--- src/rtl/store_pkg.sv ---
// -----------------------------------------------------------------------------
// store_pkg
//   Shared definitions for the store unit: access-size encodings, the drain
//   state enum, and the helper that builds the 8-bit lane mask for an access
//   of a given size at a given byte offset within a word.
// -----------------------------------------------------------------------------
package store_pkg;

    // Access size encodings (2'b11 is treated as a word).
    localparam logic [1:0] SZ_BYTE = 2'b00;
    localparam logic [1:0] SZ_HALF = 2'b01;
    localparam logic [1:0] SZ_WORD = 2'b10;

    // Drain FSM: BEAT0 issues the first (or only) beat, BEAT1 the spill-over
    // beat of a store that crosses a word boundary.
    typedef enum logic {
        BEAT0 = 1'b0,
        BEAT1 = 1'b1
    } drain_state_e;

    // Byte-lane mask across two consecutive words: bits [3:0] cover the word
    // at the aligned address, bits [7:4] cover the next word.
    function automatic logic [7:0] shifted_mask(input logic [1:0] size,
                                                input logic [1:0] off);
        logic [7:0] base;
        case (size)
            SZ_BYTE: base = 8'h01;
            SZ_HALF: base = 8'h03;
            default: base = 8'h0F;
        endcase
        return base << off;
    endfunction

endpackage : store_pkg

--- src/rtl/store_fifo.sv ---
// -----------------------------------------------------------------------------
// store_fifo
//   DEPTH-entry synchronous FIFO with a combinational head read.
//   Ports:
//     clk, rst_n      clock, asynchronous active-low reset
//     push, push_data write push_data at the tail (ignored when full)
//     pop             discard the head entry (ignored when empty)
//     head_data       current head entry (don't-care when empty)
//     full, empty     occupancy flags
//   No bypass: an entry pushed at an edge is visible at the head only after it.
// -----------------------------------------------------------------------------
module store_fifo #(
    parameter int WIDTH = 8,
    parameter int DEPTH = 2
) (
    input  logic             clk,
    input  logic             rst_n,
    input  logic             push,
    input  logic [WIDTH-1:0] push_data,
    input  logic             pop,
    output logic [WIDTH-1:0] head_data,
    output logic             full,
    output logic             empty
);

    localparam int PW = $clog2(DEPTH);
    localparam int CW = PW + 1;
    localparam logic [CW-1:0] DEPTH_C = CW'(DEPTH);

    logic [WIDTH-1:0] storage [DEPTH];

    logic [PW-1:0] wr_ptr_q, wr_ptr_d;
    logic [PW-1:0] rd_ptr_q, rd_ptr_d;
    logic [CW-1:0] count_q,  count_d;

    logic do_push;
    logic do_pop;

    assign full    = (count_q == DEPTH_C);
    assign empty   = (count_q == '0);
    assign do_push = push && !full;
    assign do_pop  = pop && !empty;

    assign head_data = storage[rd_ptr_q];

    // NOTE: every signal assigned in an always_comb gets a default at the top,
    // so no path leaves it unassigned and no latch is inferred.
    always_comb begin
        wr_ptr_d = wr_ptr_q;
        rd_ptr_d = rd_ptr_q;
        count_d  = count_q;
        // DEPTH is a power of two, so the pointers wrap by natural overflow.
        if (do_push) wr_ptr_d = wr_ptr_q + PW'(1);
        if (do_pop)  rd_ptr_d = rd_ptr_q + PW'(1);
        case ({do_push, do_pop})
            2'b10:   count_d = count_q + CW'(1);
            2'b01:   count_d = count_q - CW'(1);
            default: count_d = count_q;
        endcase
    end

    // NOTE: sequential state uses non-blocking assignments so every flop
    // samples the pre-edge values regardless of statement order.
    always_ff @(posedge clk or negedge rst_n) begin
        if (!rst_n) begin
            wr_ptr_q <= '0;
            rd_ptr_q <= '0;
            count_q  <= '0;
        end else begin
            wr_ptr_q <= wr_ptr_d;
            rd_ptr_q <= rd_ptr_d;
            count_q  <= count_d;
        end
    end

    // NOTE: the data array is deliberately not reset; validity is tracked by
    // count_q alone, and leaving it out lets the array map onto plain storage.
    always_ff @(posedge clk) begin
        if (do_push) storage[wr_ptr_q] <= push_data;
    end

endmodule : store_fifo

--- src/rtl/store_unit.sv ---
// -----------------------------------------------------------------------------
// store_unit
//   Buffers store requests from execute and drains each one to the data-memory
//   port as one or two word-aligned writes with byte strobes.
//   Ports:
//     clk, rst_n                 clock, asynchronous active-low reset
//     req_valid/req_ready        request handshake
//     req_addr/req_data/req_size byte address, right-justified data, size
//     mem_valid/mem_ready        write-beat handshake
//     mem_addr/wdata/wstrb       word-aligned address, lane data, strobes
//     busy                       FIFO non-empty or a second beat pending
// -----------------------------------------------------------------------------
module store_unit
    import store_pkg::*;
#(
    parameter int DEPTH  = 2,
    parameter int ADDR_W = 32
) (
    input  logic              clk,
    input  logic              rst_n,
    input  logic              req_valid,
    output logic              req_ready,
    input  logic [ADDR_W-1:0] req_addr,
    input  logic [31:0]       req_data,
    input  logic [1:0]        req_size,
    output logic              mem_valid,
    input  logic              mem_ready,
    output logic [ADDR_W-1:0] mem_addr,
    output logic [31:0]       mem_wdata,
    output logic [3:0]        mem_wstrb,
    output logic              busy
);

    localparam int ENTRY_W = ADDR_W + 32 + 2;

    logic               fifo_full;
    logic               fifo_empty;
    logic               pop;
    logic [ENTRY_W-1:0] head;

    logic [ADDR_W-1:0]  head_addr;
    logic [31:0]        head_data;
    logic [1:0]         head_size;

    logic [1:0]         off;
    logic [7:0]         mask;
    logic [31:0]        data_m;
    logic [63:0]        lane_data;
    logic [ADDR_W-1:0]  word_addr;
    logic               split;
    logic               handshake;

    drain_state_e state_q, state_d;

    // ---------------------------------------------------------------- FIFO
    assign req_ready = !fifo_full;

    store_fifo #(
        .WIDTH (ENTRY_W),
        .DEPTH (DEPTH)
    ) u_fifo (
        .clk       (clk),
        .rst_n     (rst_n),
        .push      (req_valid && req_ready),
        .push_data ({req_addr, req_data, req_size}),
        .pop       (pop),
        .head_data (head),
        .full      (fifo_full),
        .empty     (fifo_empty)
    );

    assign {head_addr, head_data, head_size} = head;

    // ------------------------------------------------------ lane alignment
    assign off       = head_addr[1:0];
    assign mask      = shifted_mask(head_size, off);
    assign split     = |mask[7:4];
    assign word_addr = {head_addr[ADDR_W-1:2], 2'b00};

    // Discard register bits above the access size before shifting so that
    // unused lanes come out as zero.
    always_comb begin
        data_m = head_data;
        case (head_size)
            SZ_BYTE: data_m = {24'b0, head_data[7:0]};
            SZ_HALF: data_m = {16'b0, head_data[15:0]};
            default: data_m = head_data;
        endcase
    end

    assign lane_data = {32'b0, data_m} << {off, 3'b000};

    assign mem_valid = !fifo_empty;
    assign handshake = mem_valid && mem_ready;

    // ------------------------------------------------- drain FSM: register
    always_ff @(posedge clk or negedge rst_n) begin
        if (!rst_n) state_q <= BEAT0;
        else        state_q <= state_d;
    end

    // ----------------------------------------------- drain FSM: next state
    always_comb begin
        state_d = state_q;
        if (handshake) begin
            case (state_q)
                BEAT0:   state_d = split ? BEAT1 : BEAT0;
                BEAT1:   state_d = BEAT0;
                default: state_d = BEAT0;
            endcase
        end
    end

    // --------------------------------------------------- drain FSM: outputs
    always_comb begin
        mem_addr  = '0;
        mem_wdata = '0;
        mem_wstrb = '0;
        pop       = 1'b0;
        if (mem_valid) begin
            case (state_q)
                BEAT0: begin
                    mem_addr  = word_addr;
                    mem_wstrb = mask[3:0];
                    mem_wdata = lane_data[31:0];
                    pop       = handshake && !split;
                end
                BEAT1: begin
                    // Address wraps modulo 2^ADDR_W past the top word.
                    mem_addr  = word_addr + ADDR_W'(4);
                    mem_wstrb = mask[7:4];
                    mem_wdata = lane_data[63:32];
                    pop       = handshake;
                end
                default: begin
                    mem_addr  = '0;
                    mem_wstrb = '0;
                    mem_wdata = '0;
                    pop       = 1'b0;
                end
            endcase
        end
    end

    assign busy = !fifo_empty || (state_q == BEAT1);

endmodule : store_unit
--- config.mk ---
export PLATFORM = sky130hd
export DESIGN_NAME = store_unit
export DESIGN_NICKNAME = d
export VERILOG_FILES = /design/src/rtl/store_pkg.sv /design/src/rtl/store_fifo.sv /design/src/rtl/store_unit.sv
export SDC_FILE = /design/constraint.sdc
export NUM_CORES = 1
export LEC_CHECK = 0
export ABC_AREA = 1
export BUFFER_PORTS_ARGS = -buffer_cell sky130_fd_sc_hd__buf_2
export CAP_MARGIN = 25
export CORE_MARGIN = 8
export CORE_UTILIZATION = 35
export CTS_CLUSTER_DIAMETER = 150
export CTS_CLUSTER_SIZE = 8
export DETAILED_ROUTE_END_ITERATION = 16
export GPL_TIMING_DRIVEN = 0
export PLACE_DENSITY = 0.53
export SETUP_SLACK_MARGIN = 0.05
export SYNTH_ARGS = -nofsm -noshare
export SYNTH_HDL_FRONTEND = slang
export SYNTH_SLANG_ARGS = --single-unit
--- constraint.sdc ---
create_clock -name clk -period 4.2 [get_ports clk]
set_input_delay 0.21 -clock clk [delete_from_list [all_inputs] [get_ports clk]]
set_output_delay 0.21 -clock clk [all_outputs]
set_load 0.02 [all_outputs]
==> results.md, run 1 <==
| Group | Item | Reported |
| --- | --- | --- |
| run status | Result of the run | finished, final reports clean |
| clock tree | Clock Tree Buf Depth | 2 |
| sta | Worst setup skew after layout | 0.00912 ns |
| synthesis | Dominant combinational cell family by area after synthesis | simple AND/OR/NAND/NOR gates |
| placement | Placed Cells incl. Taps | 1237 |
| worst setup path | Type of the worst setup path | flip-flop to output pin |
| clock tree | Inserted Clock Buffers | 17 |
| synthesis | Mux share of post-synthesis cell area | 0 |
| synthesis | Share of async-settable or async-resettable flops after synthesis | 0.0365 |
| drt | DRT Wirelength | 23000 µm |
| clock tree | TritonCTS clock tree | done |
| sta | Unrepaired setup endpoints after global routing | no |
| placement | Total placed instance area | 8410 µm² |
| layout | Commonest cells after routing, fill and taps aside | nand2_1 (268), buf_2 (150), edfxtp_1 (132), nor2_1 (104), a21oi_1 (67) |
| layout | Share of final-layout standard cells stronger than drive strength 1 | 0.231 |
| drt | Average routed wire per standard cell | 17.2 µm |
| drt | Remaining DRCs | 0 |
| clock tree | Post-CTS Hold Buffers | 64 |
| clock tree | Master cell of the clock root buffer | clkbuf_16 |
| die | Core footprint | 20300 µm² |
| synthesis | Complex-gate fraction of the synthesized area | 0.107 |
| sta | Setup total negative slack | 0 ns |
| global route | Pin count of the biggest net entering global routing | 28 |
| global route | Grt total ovfl | 0 |
| layout | Cell Count, Final, Fillers Out | 1334 |
| placement | Total half-perimeter wirelength after legalization and detailed placement | 16700 µm |
| drt | Violation count after the first detailed-route iteration | 498 |
| layout | Synth-to-layout area growth | 32.8% |
| placement | Gp weighted congestion | 0.915 |
| clock tree | Deepest level of the CTS H-tree | 4 |
| sta | Hold Violations, Final | 0 |
| synthesis | Number of synthesized flops with an enable pin | 132 |
| synthesis | Sequential cell area fraction in the yosys report | 0.562 |
| layout | Post-layout utilization of the core | 0.476 |
| synthesis | Warnings from Yosys | 0 |
| drt | Remaining number of nets flagged by the antenna check after routing | 0 |
| die | Top-level port count | 141 |
| worst setup path | Crit path cell chain | nor2_2, nor2_1, clkbuf_1, o21ai_0, a21oi_1, buf_2 |
| drt | Detailed-route via count | 6450 |
| worst setup path | Slowest stage cell, crit path | nor2_1 |
| sta | Final critical delay including setup and external delays | 2.95 ns |
| worst hold path | Classification of the worst-slack hold path | primary input to flip-flop |
| global route | Combined global-route utilization of all metal layers | 0.179 |
| layout | Number of nets at the end of the flow | 1123 |
| layout | Commonest non-fill, non-tap cell in the layout | nand2_1 |
| worst setup path | Slowest Stage Delay on Critical Path | 0.57 ns |
| worst setup path | Largest fanout on the critical path | 10 |
| synthesis | Cell count after synthesis | 824 |
| synthesis | Top FF cell, synth | edfxtp_1 |
| pwr | Power Density | 825 nW/µm² |
| synthesis | Area share of fa/ha/maj cells after synthesis | 0.00344 |
| global route | Initial antenna violation count | 0 |
| clock tree | Post-CTS Setup Repair Bufs | 0 |
| sta | Final worst-path cycle share | 0.703 |
| sta | Hold slack final | 0.0251 ns |
| job | # Max-Cap Violations | 0 |
| layout | Layout Cell Area excl Fill | 9660 µm² |
| sta | Slew headroom | 0.436 |
| sta | F_max | 339 MHz |
| worst setup path | Required time at the worst-slack endpoint | 3.99 ns |
| pwr | Leakage power summed over all cells | 0.00421 µW |
| pwr | Worst ir drop on vdd | 435 µV |
| sta | Number of failing setup endpoints in the final timing report | 0 |
| synthesis | Cell area after synthesis | 7280 µm² |
| worst setup path | Startpoint type of the worst setup path | flip-flop |
| layout | Fillcell total | 1989 |
| die | Row cnt | 52 |
| synthesis | Number of library cell types mapped by synthesis | 38 |
| global route | Vias in the first global route | 6489 |
| global route | Global-route wire length before repair | 35700 µm |
| drt | Post-detailed-route via-to-cell ratio | 4.84 |
| synthesis | Average instance area after synthesis | 8.83 µm² |
| worst setup path | Endpoint class of the critical path | output pin |
| worst setup path | CP arrival | 2.74 ns |
| layout | Antenna Diode Count | 0 |
| die | Die outline width | 160 µm |
| die | Initial cell density of the core | 0.359 |
| clock tree | Worst-skew pair later-pin latency | 0.42 ns |
| clock tree | Clock transition at the registers of the reported paths | 0.06 ns |
| sta | Slew at the pin closest to its max-slew limit | 0.843 ns |
| synthesis | Area share of xor/xnor cells in the synthesized design | 0.00361 |
| synthesis | Simple-gate area share of the yosys netlist | 0.264 |
| sta | Slew Limit Fails | 0 |
| clock tree | Clock Sinks | 137 |
| die | Die Ht | 160 µm |
| synthesis | Number of synthesized register bits | 137 |
| die | Die area | 25700 µm² |
| clock tree | CTS resizes | 0 |
| drt | Drt pass-1 iters | 6 |
| placement | Number of buffers added on ports | 138 |
[worst paths after layout]
check                                        from               endpoint  slack, ns  cells after the start
worst max-delay path            u_fifo.count_q[0]          mem_wdata[26]       1.25                      6
worst min-delay path                 req_data[21]  u_fifo.storage[0][23]       0.03                      1
worst max register to register    u_fifo.rd_ptr_q      u_fifo.count_q[1]       1.84                     14
worst min register to register  u_fifo.count_q[1]      u_fifo.count_q[1]       0.54                      1
max in group asynchronous                   rst_n      u_fifo.count_q[1]       3.88                      2
min in group asynchronous                   rst_n        u_fifo.wr_ptr_q       0.18                      2
[worst max-delay path: cells and delay by family, from the launching register on]
family          cells  cell delay [ns]
simple gates        2             0.73
buf+inv             2             0.70
compound gates      2             0.44
flops               1             0.43
[synthesized netlist by cell type (2+ instances only)]
| cell | count | share of area |
|---|---|---|
| buf_4 | 7 | 0.0072 |
| nor2_4 | 5 | 0.0077 |
| nand2_1 | 268 | 0.14 |
| a22oi_1 | 6 | 0.0062 |
| nor2_2 | 10 | 0.0086 |
| ha_1 | 2 | 0.0034 |
| nand3_2 | 5 | 0.0069 |
| a31oi_1 | 3 | 0.0026 |
| nand3_1 | 35 | 0.024 |
| o21ai_0 | 43 | 0.030 |
| o21ai_1 | 6 | 0.0041 |
| clkbuf_1 | 7 | 0.0036 |
| o21ai_2 | 3 | 0.0036 |
| edfxtp_1 | 132 | 0.54 |
| o22ai_1 | 2 | 0.0017 |
| inv_2 | 5 | 0.0026 |
| nand4_1 | 5 | 0.0043 |
| a21oi_1 | 67 | 0.046 |
| inv_1 | 47 | 0.024 |
| o211ai_1 | 8 | 0.0083 |
| xnor2_1 | 2 | 0.0024 |
| buf_6 | 7 | 0.011 |
| nand2_4 | 2 | 0.0031 |
| nor2_1 | 106 | 0.055 |
| nor3_1 | 2 | 0.0014 |
| buf_2 | 12 | 0.0083 |
| nand2_2 | 12 | 0.010 |
| dfrtp_1 | 5 | 0.017 |
[cell type report]
cell class | instances | area, µm² | area share
Sequential cell | 137 | 4090 | 0.423
Multi-Input combinational cell | 601 | 2770 | 0.287
Timing Repair Buffer | 207 | 1430 | 0.148
Clock buffer | 19 | 433 | 0.0448
Tap cell | 270 | 338 | 0.0350
Buffer | 34 | 233 | 0.0241
Inverter | 53 | 204 | 0.0211
Clock inverter | 13 | 168 | 0.0173
[cells by family after synthesis]
logic type,Yosys count
simple gates,453
compound gates,141
flops,137
buf+inv,87
xor+xnor,3
fa+ha+maj,2
other cells,1
[stage by stage]
step	setup WS (ns)	power, µW
after CTS	1.26	8020
after global routing	0.953	8530
final	1.25	7970
after floorplan	0.142	4910
after detailed placement	1.73	6430
after global placement	-1.75	6400
[power by group]
group / internal (µW) / leakage, µW / total [µW] / switching [µW]
registers: 1870 / 0.00128 / 1960 / 90.4
clock network: 939 / 0.000288 / 1530 / 591
logic: 1320 / 0.00264 / 4490 / 3170
[registers in the layout, summed over array words and instances, names as in the netlist]
| name | flops |
|---|---|
| u_fifo.storage | 132 |
| u_fifo.count_q | 2 |
| u_fifo.wr_ptr_q | 1 |
| state_q | 1 |
| u_fifo.rd_ptr_q | 1 |
[metal layers]
layer,up-vias,GRT usage,wire length [µm]
met1,3009,0.230,10400
met4,0,0.0408,242
met5,-,0,0
li1,3222,-,-
met2,199,0.299,11100
met3,20,0.0422,1230
(Power assumes the default switching activity.)
==> run 2, diff against run 1 <==
- PLACE_DENSITY: 0.53 -> 0.55
- clock period: 4.2 -> 2.6 ns (I/O delays scaled with it)
==> run 2 against run 1 <==
Compared with the run above: final cell count is 1.3% higher; critical path depth is 6 higher; global-route usage is 0.14 points lower; highest routed layer unchanged; sequential power is 62% higher; worst hold slack better by 0.059 ns; count of clock-buffer cells in the layout is 2 lower; critical path type unchanged; largest power group unchanged.
==> results.md, run 2 (synthesis gave the netlist of run 1 again) <==
| Group | Item | Reported | Change |
| --- | --- | --- | --- |
| pwr | Leakage power summed over all cells | 0.00442 µW | +5.0% |
| drt | Remaining DRCs | 0 | unchanged |
| pwr | Worst ir drop on vdd | 877 µV | +100% |
| sta | Hold Violations, Final | 0 | unchanged |
| run status | Result of the run | finished, final reports clean |  |
| layout | Antenna Diode Count | 0 | unchanged |
| drt | Average routed wire per standard cell | 17.4 µm | +1.2% |
| clock tree | Master cell of the clock root buffer | clkbuf_16 |  |
| die | Core footprint | 20300 µm² | unchanged |
| drt | Post-detailed-route via-to-cell ratio | 4.90 | +1.3% |
| layout | Synth-to-layout area growth | 42.3% |  |
| sta | Hold slack final | 0.0841 ns | +0.0590 ns |
| placement | Total placed instance area | 8420 µm² | about the same |
| sta | Worst setup skew after layout | 0.0100 ns | +0.000885 ns |
| placement | Dpl ws | 0.198 ns | -1.53 ns |
| sta | Setup total negative slack | 0 ns | unchanged |
| sta | Slew Limit Fails | 0 | unchanged |
| die | Die outline width | 160 µm | unchanged |
| layout | Cell Count, Final, Fillers Out | 1352 | +1.3% |
| clock tree | Clock Tree Buf Depth | 2 | unchanged |
| layout | Fillcell total | 1899 | -4.5% |
| sta | Unrepaired setup endpoints after global routing | yes |  |
| drt | DRT Wirelength | 23500 µm | +2.6% |
| clock tree | Clock Sinks | 137 | unchanged |
| sta | Setup slack of the critical path after layout | 0.0558 ns | -1.19 ns |
| global route | Global-route wire length before repair | 35100 µm | -1.9% |
| pwr | Power Density | 1350 nW/µm² | +64% |
| sta | Final worst-path cycle share | 0.979 |  |
| clock tree | Deepest level of the CTS H-tree | 4 | unchanged |
| die | Top-level port count | 141 | unchanged |
| clock tree | TritonCTS clock tree | done |  |
| layout | Commonest cells after routing, fill and taps aside | nand2_1 (247), edfxtp_1 (132), buf_2 (114), nor2_1 (88), dlygate4sd3_1 (69) |  |
| job | # Max-Cap Violations | 0 | unchanged |
| worst hold path | Classification of the worst-slack hold path | primary input to asynchronous set/reset pin |  |
| layout | Biggest registers after layout | u_fifo.storage: 132 flops, u_fifo.count_q: 2 flops |  |
| global route | Vias in the first global route | 6350 | -2.1% |
| clock tree | Inserted Clock Buffers | 17 | unchanged |
| global route | Pin count of the biggest net entering global routing | 28 | unchanged |
| worst setup path | Startpoint type of the worst setup path | flip-flop |  |
| die | Die Ht | 160 µm | unchanged |
| drt | Drt pass-1 iters | 5 | -1 |
| die | Die area | 25700 µm² | unchanged |
| placement | Placed Cells incl. Taps | 1237 | unchanged |
| placement | Total half-perimeter wirelength after legalization and detailed placement | 16800 µm | +0.66% |
| drt | Violation count after the first detailed-route iteration | 413 | -17% |
| drt | Remaining number of nets flagged by the antenna check after routing | 0 | unchanged |
| layout | Commonest non-fill, non-tap cell in the layout | nand2_1 |  |
| sta | Slew at the pin closest to its max-slew limit | 0.906 ns | +0.0626 ns |
| drt | Detailed-route via count | 6623 | +2.7% |
| sta | Slew headroom | 0.395 | -0.0418 |
| global route | Grt total ovfl | 0 | unchanged |
| die | Row cnt | 52 | unchanged |
| sta | Final critical delay including setup and external delays | 2.54 ns |  |
| sta | F_max | 393 MHz |  |
| layout | Most flops, register | u_fifo.storage |  |
| worst setup path | Largest fanout on the critical path | 10 | unchanged |
| placement | Gp weighted congestion | 0.895 | -2.3% |
| worst setup path | Required time at the worst-slack endpoint | 2.47 ns | -1.52 ns |
| clock tree | Clock transition at the registers of the reported paths | 0.06 ns | about the same |
| die | Initial cell density of the core | 0.359 | unchanged |
| worst setup path | CP arrival | 2.41 ns | -0.33 ns |
| layout | Layout Cell Area excl Fill | 10400 µm² | +7.2% |
| worst setup path | Endpoint class of the critical path | output pin |  |
| layout | Share of final-layout standard cells stronger than drive strength 1 | 0.308 | +0.0766 |
| sta | Number of failing setup endpoints in the final timing report | 0 | unchanged |
| layout | Flip-flop count of the largest register after layout | 132 | unchanged |
| global route | Initial antenna violation count | 0 | unchanged |
| clock tree | Worst-skew pair later-pin latency | 0.43 ns | about the same |
| placement | Number of buffers added on ports | 138 | unchanged |
| global route | Combined global-route utilization of all metal layers | 0.177 | -0.00139 |
| worst setup path | Type of the worst setup path | flip-flop to output pin |  |
| layout | Number of nets at the end of the flow | 1141 | +1.6% |
[run 2: stage by stage]
stage,utilization,total power [µW]
finish,0.510,14000
global route,0.510,14800
CTS,0.485,13200
detailed placement,0.415,10400
global placement,0.410,10300
floorplan,-,7920
[run 2: metal layers]
layer | share of wire | vias up | global-route usage
met5 | 0 | - | 0
met3 | 0.051 | 25 | 0.0375
met4 | 0.016 | 0 | 0.0680
met1 | 0.44 | 3111 | 0.223
met2 | 0.49 | 210 | 0.294
li1 | - | 3277 | -
[run 2: layout make-up]
| class | count | area, µm² | share of cell area |
|---|---|---|---|
| Timing Repair Buffer | 225 | 1700 | 0.164 |
| Clock inverter | 15 | 179 | 0.0173 |
| Tap cell | 270 | 338 | 0.0326 |
| Buffer | 34 | 313 | 0.0302 |
| Multi-Input combinational cell | 601 | 3090 | 0.298 |
| Sequential cell | 137 | 4090 | 0.395 |
| Inverter | 53 | 220 | 0.0213 |
| Clock buffer | 17 | 425 | 0.0411 |
[run 2: what timing repair did]
item | in CTS | in global routing
hold buffers | 69 | 0
endpoints found under the hold margin | 139 | 0
gates cloned | 0 | 2
setup endpoints to repair | 47 | 59
pin swaps | 5 | 32
buffers inserted | 1 | 11
resized for setup | 47 | 126
[run 2: final timing paths]
path                                    endpoint         startpoint  slack [ns]  cells past startpoint
max                                mem_wdata[26]    u_fifo.rd_ptr_q        0.06                     12
min                                      state_q              rst_n        0.08                      2
max reg2reg                    u_fifo.count_q[1]    u_fifo.rd_ptr_q        0.21                     15
min reg2reg                    u_fifo.count_q[1]  u_fifo.count_q[1]        0.56                      1
max in group asynchronous      u_fifo.count_q[1]              rst_n        2.36                      2
min in group clk           u_fifo.storage[1][27]       req_data[25]        0.42                      2
[run 2: report_power, final]
part | internal (µW) | total [µW] | switching, µW
registers | 3010 | 3170 | 161
logic | 2790 | 8320 | 5530
clock network | 1450 | 2500 | 1050
total | 7260 | 14000 | 6740
[run 2: critical path, stage by stage (launching register included)]
cell and delay, ns:
dfrtp_1 0.37, buf_6 0.15, clkinv_8 0.07, buf_12 0.12
buf_6 0.17, buf_6 0.17, nand2_1 0.06, nand2_1 0.18
nand2_1 0.11, nand2_1 0.07, o21ai_0 0.06, a21oi_1 0.25
buf_4 0.20
==> run 3, diff against run 2 <==
- CORE_MARGIN: 8 -> default
- GPL_ROUTABILITY_DRIVEN: default -> 1
- MAX_ROUTING_LAYER: default -> met4
==> run 3 against run 2 <==
Compared with the run above: clock power fell by 4%; combinational power increased by 2.5%; count of clock-buffer cells in the layout increased by 4; cell area rose by 1.9%; critical path type unchanged; sequential cell count unchanged; largest cell class unchanged.
==> results.md, run 3 (synthesis gave the netlist of run 1 again) <==
| Group | Item | Reported | Change |
| --- | --- | --- | --- |
| sta | Final worst-path cycle share | 0.972 | -0.00629 |
| drt | Average routed wire per standard cell | 16.6 µm | -4.5% |
| global route | Vias in the first global route | 6304 | -0.72% |
| drt | Detail Route met3 WL | 1140 µm | -5.5% |
| die | Core footprint | 20300 µm² | unchanged |
| worst hold path | Classification of the worst-slack hold path | primary input to flip-flop |  |
| worst hold path | Worst hold path depth | 3 |  |
| clock tree | Clock Sinks | 137 | unchanged |
| worst setup path | End of the worst register-to-register path | u_fifo.count_q[1] |  |
| pwr | Worst ir drop on vdd | 666 µV | -24% |
| drt | Drt pass-1 iters | 5 | unchanged |
| pwr | Power Density | 1340 nW/µm² | -1.0% |
| worst setup path | CP arrival | 2.40 ns | about the same |
| clock tree | Clock transition at the registers of the reported paths | 0.06 ns | about the same |
| die | Top-level port count | 141 | unchanged |
| die | Die outline width | 146 µm | -8.7% |
| clock tree | Worst-skew pair later-pin latency | 0.42 ns | about the same |
| worst setup path | Crit path buf inv count | 4 | -2 |
| die | Row cnt | 52 | unchanged |
| sta | Hold Violations, Final | 0 | unchanged |
| drt | DRT Wirelength | 22600 µm | -4.1% |
| sta | Hold slack final | 0.0187 ns | -0.0654 ns |
| worst hold path | Hold path startpoint | mem_ready |  |
| global route | Pin count of the biggest net entering global routing | 31 | +11% |
| die | Die area | 21400 µm² | -17% |
| layout | Biggest registers after layout | u_fifo.storage: 132 flops, u_fifo.count_q: 2 flops |  |
| worst setup path | Register-to-register path setup slack | 0.16 ns | -0.05 ns |
| drt | Detailed-route via count | 6691 | +1.0% |
| sta | Slew Limit Fails | 0 | unchanged |
| layout | Flip-flop count of the largest register after layout | 132 | unchanged |
| layout | Antenna Diode Count | 0 | unchanged |
| worst setup path | Startpoint type of the worst setup path | flip-flop |  |
| drt | Metal1 wirelength | 10400 µm | -0.42% |
| global route | Global-route wire length before repair | 33700 µm | -3.7% |
| worst setup path | Most frequent cell on the critical path | nand2_4 |  |
| global route | Initial antenna violation count | 0 | unchanged |
| worst setup path | Largest fanout on the critical path | 6 | -4 |
| clock tree | Inserted Clock Buffers | 17 | unchanged |
| worst hold path | Worst-case hold path end point | state_q |  |
| clock tree | Clock Tree Buf Depth | 2 | unchanged |
| placement | Gp weighted congestion | 0.916 | +2.4% |
| global route | Grt total ovfl | 0 | unchanged |
| worst setup path | Slowest Stage Delay on Critical Path | 0.39 ns | +0.02 ns |
| worst setup path | Required time at the worst-slack endpoint | 2.47 ns | about the same |
| sta | Final critical delay including setup and external delays | 2.53 ns | -0.0164 ns |
| sta | Unrepaired setup endpoints after global routing | yes |  |
| worst setup path | Launch point of the worst reg-to-reg path | u_fifo.rd_ptr_q |  |
| clock tree | TritonCTS clock tree | done |  |
| drt | Post-detailed-route via-to-cell ratio | 4.93 | +0.65% |
| layout | Most flops, register | u_fifo.storage |  |
| sta | Number of failing setup endpoints in the final timing report | 0 | unchanged |
| drt | Violation count after the first detailed-route iteration | 579 | +40% |
| die | Initial cell density of the core | 0.359 | unchanged |
| placement | Number of buffers added on ports | 138 | unchanged |
| worst setup path | Crit path cell chain | buf_8, clkinv_8, buf_8, nand2_4, nand2_4, ha_4, nand2_4, nor2_4, nand2_2, nor2_4, o21ai_2, a21oi_1, buf_4 |  |
| drt | Total length of routed met2 wires | 10700 µm | -7.7% |
| layout | Commonest cells after routing, fill and taps aside | nand2_1 (228), edfxtp_1 (132), buf_2 (115), nor2_1 (82), dlygate4sd3_1 (68) |  |
| sta | Slew at the pin closest to its max-slew limit | 0.711 ns | -0.195 ns |
| layout | Fillcell total | 1902 | +0.16% |
| clock tree | Master cell of the clock root buffer | clkbuf_16 |  |
| worst setup path | Type of the worst setup path | flip-flop to output pin |  |
| worst setup path | Slowest stage cell, crit path | dfrtp_1 |  |
| pwr | Leakage power summed over all cells | 0.00450 µW | +2.0% |
| global route | Combined global-route utilization of all metal layers | 0.216 | +0.0385 |
| run status | Result of the run | finished, final reports clean |  |
| sta | Worst setup skew after layout | 0.00876 ns | -0.00125 ns |
| drt | Remaining number of nets flagged by the antenna check after routing | 0 | unchanged |
| worst setup path | Endpoint class of the critical path | output pin |  |
| layout | Number of nets at the end of the flow | 1146 | +0.44% |
| drt | Highest layer used for signal routing | met4 |  |
| layout | Share of final-layout standard cells stronger than drive strength 1 | 0.332 | +0.0243 |
| layout | Synth-to-layout area growth | 45.1% |  |
| layout | Post-layout utilization of the core | 0.520 | +0.00980 |
| layout | Commonest non-fill, non-tap cell in the layout | nand2_1 |  |
| sta | Slew headroom | 0.525 | +0.130 |
| worst setup path | Cell family with most CP delay | simple AND/OR/NAND/NOR gates |  |
| placement | Total half-perimeter wirelength after legalization and detailed placement | 15700 µm | -6.9% |
| sta | F_max | 396 MHz | +0.65% |
| die | Die Ht | 146 µm | -8.7% |
| worst setup path | Number of cells on the worst reg-to-reg path | 15 | unchanged |
| job | # Max-Cap Violations | 0 | unchanged |
| drt | Remaining DRCs | 0 | unchanged |
| clock tree | Deepest level of the CTS H-tree | 4 | unchanged |
## run 3: changes by cell type in the layout (fill, tap and decap cells not counted), moves of 5 or more
cell | before | now
nand2_1 | 247 | 228
nand2_2 | 28 | 39
nand2_4 | 7 | 15
nor2_1 | 88 | 82
inv_6 | 6 | 1
o21ai_2 | 9 | 4
## run 3: worst max-delay path by stage
stage | depth (start not counted) | to | slack [ns] | from
finish | 13 | mem_addr[12] | 0.07 | u_fifo.rd_ptr_q
global route | 13 | mem_addr[12] | -0.03 | u_fifo.rd_ptr_q
CTS | 12 | mem_wdata[28] | 0.03 | u_fifo.rd_ptr_q
detailed placement | 6 | mem_wdata[28] | 0.19 | u_fifo.count_q[0]
global placement | 4 | u_fifo.storage[1][12] | -1.45 | u_fifo.count_q[0]
floorplan | 4 | u_fifo.storage[1][0] | -0.36 | u_fifo.count_q[0]
## run 3: repair_timing
item | in CTS | in global routing
setup buffers | 4 | 13
hold buffers | 68 | 0
gates resized for setup | 35 | 187
cloned | 0 | 3
endpoints found under the setup margin | 44 | 60
endpoints found under the hold margin | 138 | 0
pin swaps | 6 | 51
## run 3: power breakdown
group / switching (µW) / total, µW / internal (µW)
logic: 5550 / 8530 / 2980
registers: 171 / 3190 / 3010
clock network: 950 / 2410 / 1460
total: 6670 / 14100 / 7450
## run 3: layer usage
layer / vias to the layer above / track usage
met2: 208 / 0.337
met5: - / -
met1: 3165 / 0.286
met4: 0 / 0.0776
met3: 38 / 0.0303
li1: 3280 / -
## run 3: worst register-to-register path: stages (launching register included)
cell and delay (ns):
dfrtp_1 0.39, buf_8 0.16, clkinv_8 0.08, buf_12 0.15, nand2_1 0.11, o21ai_4 0.09
buf_12 0.15, nand2_4 0.12, nand2_1 0.11, nand3_1 0.10, nand2_2 0.10, inv_2 0.05
ha_1 0.32, a21oi_1 0.16, o21ai_1 0.10, xnor2_1 0.13
## run 3: stage by stage
stage,TNS [ns],instance area [µm²],instances,power (µW),setup slack (ns)
after detailed placement,0,8420,1237,10300,0.185
final,0,10600,1357,14100,0.0722
after floorplan,-46.81,7290,825,7920,-0.362
after global routing,-0.0674,10600,1357,15000,-0.0259
after CTS,0,9810,1341,13000,0.0313
after global placement,-189.98,8320,1233,10200,-1.45
## run 3: cell type report
cell class | instances | area, µm² | share of cell area
tap | 270 | 338 | 0.0320
buffer | 34 | 352 | 0.0333
clock inverter | 11 | 124 | 0.0117
timing repair buffer | 230 | 1760 | 0.167
multi-input combinational | 601 | 3210 | 0.304
clock buffer | 21 | 460 | 0.0436
inverter | 53 | 223 | 0.0211
sequential | 137 | 4090 | 0.387
